### config.mk
export PLATFORM = sky130hd
export DESIGN_NAME = pipe_skid_reg
export DESIGN_NICKNAME = d
export VERILOG_FILES = /design/src/rtl/pipe_skid_reg.sv
export SDC_FILE = /design/constraint.sdc
export NUM_CORES = 1
export LEC_CHECK = 0
export BUFFER_PORTS_ARGS = -buffer_cell sky130_fd_sc_hd__buf_2
export CORE_MARGIN = 2
export CORE_UTILIZATION = 50
export CTS_BUF_LIST = sky130_fd_sc_hd__clkbuf_8
export DETAILED_ROUTE_END_ITERATION = 8
export GPL_ROUTABILITY_DRIVEN = 0
export MAX_ROUTING_LAYER = met4
export PLACE_DENSITY_LB_ADDON = 0.15
export SLEW_MARGIN = 10
export SYNTH_ARGS = -nofsm -noshare
export SYNTH_HDL_FRONTEND = slang
export SYNTH_SLANG_ARGS = --single-unit
### constraint.sdc
create_clock -name clk -period 1.8 [get_ports clk]
set_clock_uncertainty 0.2 [all_clocks]
set_input_delay 0 -clock clk [delete_from_list [all_inputs] [get_ports clk]]
set_output_delay 0 -clock clk [all_outputs]
set_load 0.02 [all_outputs]
### src/rtl/pipe_skid_reg.sv
// pipe_skid_reg: two-entry elastic pipeline register with skid entry and flush
module pipe_skid_reg #(
  parameter int WIDTH = 16
) (
  input  logic             clk,
  input  logic             reset,
  input  logic             flush,
  input  logic             in_valid,
  output logic             in_ready,
  input  logic [WIDTH-1:0] in_data,
  output logic             out_valid,
  input  logic             out_ready,
  output logic [WIDTH-1:0] out_data,
  output logic [1:0]       level
);
  // bit0 = main_valid, bit1 = skid_valid
  typedef enum logic [1:0] {EMPTY = 2'b00, ONE = 2'b01, FULL = 2'b11} state_t;
  state_t state, nxt;
  logic [WIDTH-1:0] main_data, skid_data;
  logic main_valid, skid_valid, in_accept, out_take, main_ld, skid_ld;
  assign main_valid = state[0];
  assign skid_valid = state[1];
  assign in_ready = !skid_valid;
  assign out_valid = main_valid;
  assign out_data = main_data;
  assign level = state == FULL ? 2'd2 : state == ONE ? 2'd1 : 2'd0;
  assign in_accept = in_valid & in_ready;
  assign out_take = out_valid & out_ready;
  always_comb begin
    nxt = state;
    main_ld = !flush & ((in_accept & (!main_valid | out_take)) | (skid_valid & out_take));
    skid_ld = !flush & in_accept & main_valid & !out_take;
    case (state)
      EMPTY: nxt = in_accept ? ONE : EMPTY;
      ONE:   nxt = in_accept ? (out_take ? ONE : FULL) : (out_take ? EMPTY : ONE);
      FULL:  nxt = out_take ? ONE : FULL;
      default: nxt = EMPTY;
    endcase
    if (flush) nxt = EMPTY;
  end
  always_ff @(posedge clk) begin
    if (reset) begin
      state <= EMPTY;
      main_data <= '0;
      skid_data <= '0;
    end else begin
      state <= nxt;
      if (main_ld) main_data <= skid_valid ? skid_data : in_data;
      if (skid_ld) skid_data <= in_data;
    end
  end
endmodule

==> impl_metrics.py <==
metrics = {
    "run_status": {
        "status": "complete, no violations",
    },
    "clock_tree": {
        "cts_tree": "built",
        "clk_latency_ns": 0.27,
        "path_clk_slew_ns": 0.07,
        "cts_made_buffers": 5,
        "cts_resized": 0,
        "clockBufferDepth": 2,
        "h-tree-depth": 2,
        "clock-root-buffer": "clkbuf_8",
        "cts.sinks": 34,
    },
    "global_routing": {
        "grtUsageTotal_pct": 19.4,
        "grt_pass1_vias": 1400,
        "grt_pass1_wl_um": 6000,
        "grt_max_degree": 49,
        "antenna_found_initial": 0,
        "grt_overflow": 0,
    },
    "setup_path": {
        "critical_path_depth": 4,
        "setup.worst_path.start": "state[0]",
        "crit_path_end_kind": "flip-flop",
        "path_max_fanout": 10,
        "path_class": "flip-flop to flip-flop",
        "path_buf_inv": 1,
        "cp_top_family": "flip-flops",
        "cp_slowest_cell": "dfxtp_2",
        "startpoint_type": "flip-flop",
        "crit_required_ns": 1.76,
        "path_cells": "and2b_1 -> a2111o_1 -> buf_4 -> mux2_4",
        "slowest_delay_ns": 0.37,
        "timing.rr.end": "out_data[5]",
        "ff2ff_path_depth": 4,
        "cp-endpoint": "out_data[5]",
        "reg2reg_setup_slack_ns": 0.07,
        "cp.arrival_ns": 1.69,
        "r2r-start": "state[0]",
    },
    "yosys": {
        "yosysWarnings": 0,
        "yosys.area.top_type": "dfxtp_1",
        "synth_fp_nets": 192,
        "syn_area_per_cell_um2": 10.1,
        "syn-cell-area_um2": 1740,
        "synth_cells": 171,
        "yosys-top-cells-area": "dfxtp_1, mux2i_1, nand2b_1",
        "seq_area_frac_synth_pct": 39.2,
        "ys_ff_latch": 34,
        "synth_cell_types": 20,
        "synth.top_cell.area_share_pct": 39.2,
    },
    "drt": {
        "viasPerCell": 4.84,
        "drtIter0Drc": 54,
        "vias": 1355,
        "detail_route.wl_per_cell_um": 12.3,
        "drc": 0,
        "dr.pass1.iters": 2,
        "wirelength_um": 3450,
        "ant_nets": 0,
    },
    "layout": {
        "drive_gt1_share_pct": 28.2,
        "final_area_um2": 2280,
        "fin_cells": 280,
        "antenna_cells": 0,
        "areaGrowthSynthToFinish_pct": 31.5,
        "fillers": 286,
        "regArea_um2": 682,
        "fin_nets": 255,
        "final_core_util_pct": 68.4,
        "multi_input_area_um2": 981,
    },
    "floorplan": {
        "core_um2": 3340,
        "rows": 21,
        "die_area_um2": 3960,
        "chipHeight_um": 62.9,
        "start_util_pct": 52.0,
        "io_pins": 41,
        "die_w_um": 62.9,
    },
    "place": {
        "hpwl_um": 2400,
        "place_area_um2": 1990,
        "placedCellCount": 252,
        "port_buffers": 40,
    },
    "sta": {
        "rsz0062_at_grt": "false",
        "slew_headroom_pct": 79.5,
        "drv_slew": 0,
        "fin_setup_tns_ns": 0,
        "hold_viol": 0,
        "fmaxAchievable_mhz": 579,
        "setup_viol": 0,
        "layout_min_cycle_time_ns": 1.73,
        "max_slew.worst_pin.slew_ns": 0.308,
        "finalCritPeriodShare_pct": 96.0,
    },
    "power_and_ir_drop": {
        "pwr-share-clk_pct": 33.3,
        "p_int_mw": 1.16,
        "p_sw_share_pct": 24.3,
        "p_leak_nw": 0.981,
        "comb_power_share_pct": 15.6,
        "seq_power_share_pct": 51.1,
        "ir_drop_v": 0.000496,
        "power_mw": 1.54,
        "powerDensity_nw_per_um2": 674,
        "switching_power_uw": 374,
    },
    "job": {
        "cap_violations": 0,
    },
    "min_path": {
        "hold_class": "flip-flop to flip-flop",
    },
}
==> logic make-up after synthesis <==
family / Yosys count / share of synthesized area [%]
AND/OR/NAND/NOR: 72 / 24.2
AO/OA/AOI/OAI: 3 / 1.37
multiplexers: 48 / 31.0
flip-flops: 34 / 39.2
buffers and inverters: 14 / 4.25
==> placed cells by master (no fill, tap or decap), drive strengths merged <==
cell,n
nor2b,17
clkinv,2
nor3,1
nand2b,34
and2b,1
nor4,1
and2,1
nor2,17
dlygate4sd3,21
mux2i,32
mux2,16
clkbuf,5
inv,2
a211oi,1
dfxtp,34
buf,47
a2111o,1
o21ai,1
==> stage by stage <==
stage          hold WS (ns)  setup WS [ns]
2_1_floorplan        -0.129         0.0321
3_3_place_gp         0.0449          0.132
6_report              0.274         0.0715
5_1_grt               0.304        0.00967
4_1_cts               0.282         0.0650
3_5_place_dp         0.0612         0.0884
==> layer usage <==
layer / up-vias / share of wire [%] / GRT usage, %
met5: - / 0 / -
met3: 7 / 4.0 / 4.86
met2: 27 / 53 / 35.4
met1: 637 / 42 / 20.5
met4: 0 / 1.5 / 5.83
li1: 684 / - / -
==> cells in the mapped netlist <==
library cell / number
o21ai_1: 1
a211oi_1: 1
mux2_1: 6
mux2_4: 10
nor2b_1: 17
buf_2: 2
buf_4: 1
nor2_1: 17
clkbuf_1: 6
mux2i_1: 32
nor3_4: 1
and2_1: 1
dfxtp_1: 34
nor4_1: 1
inv_1: 2
a2111o_1: 1
buf_1: 1
buf_6: 2
nand2b_1: 34
and2b_1: 1
==> registers in the layout, summed over array words and instances, names as in the netlist <==
register and flops:
skid_data 16, state 2, out_data 16
==> power groups by stage <==
| stage | clock network (mW) | logic [mW] | registers, mW |
|---|---|---|---|
| floorplan | 0 | 0.115 | 0.827 |
| global placement | 0 | 0.201 | 0.802 |
| detailed placement | 0 | 0.208 | 0.802 |
| CTS | 0.530 | 0.242 | 0.786 |
| global route | 0.558 | 0.260 | 0.789 |
| finish | 0.512 | 0.240 | 0.786 |
==> worst reg2reg max path, stage by stage, from the launching register on <==
cell and delay (ns):
dfxtp_2 0.37, and2b_1 0.19, a2111o_1 0.32, buf_4 0.22
mux2_4 0.31
==> layout make-up <==
| type | instances | share of cell area [%] |
|---|---|---|
| well taps | 46 | 2.52 |
| inverters | 2 | 0.329 |
| clock inverters | 2 | 0.439 |
| repair buffers | 68 | 20.8 |
| flip-flops and latches | 34 | 29.9 |
| clock buffers | 5 | 3.02 |
| multi-input cells | 123 | 43.0 |
==> worst min path at each step <==
stage	slack, ns	end	depth (start not counted)	from
3_5_place_dp	0.06	state[0]	2	flush
2_1_floorplan	-0.13	state[0]	1	flush
5_1_grt	0.30	skid_data[3]	2	skid_data[3]
6_report	0.27	skid_data[2]	2	skid_data[2]
3_3_place_gp	0.04	state[0]	2	flush
4_1_cts	0.28	skid_data[2]	2	skid_data[2]
==> repair_timing <==
| action | in CTS | in global routing |
|---|---|---|
| endpoints found under the hold margin | 34 | 0 |
| setup endpoints to repair | 0 | 0 |
| hold buffers | 21 | 0 |
| setup buffers | 0 | 0 |
Power figures use the tool's default switching activity.
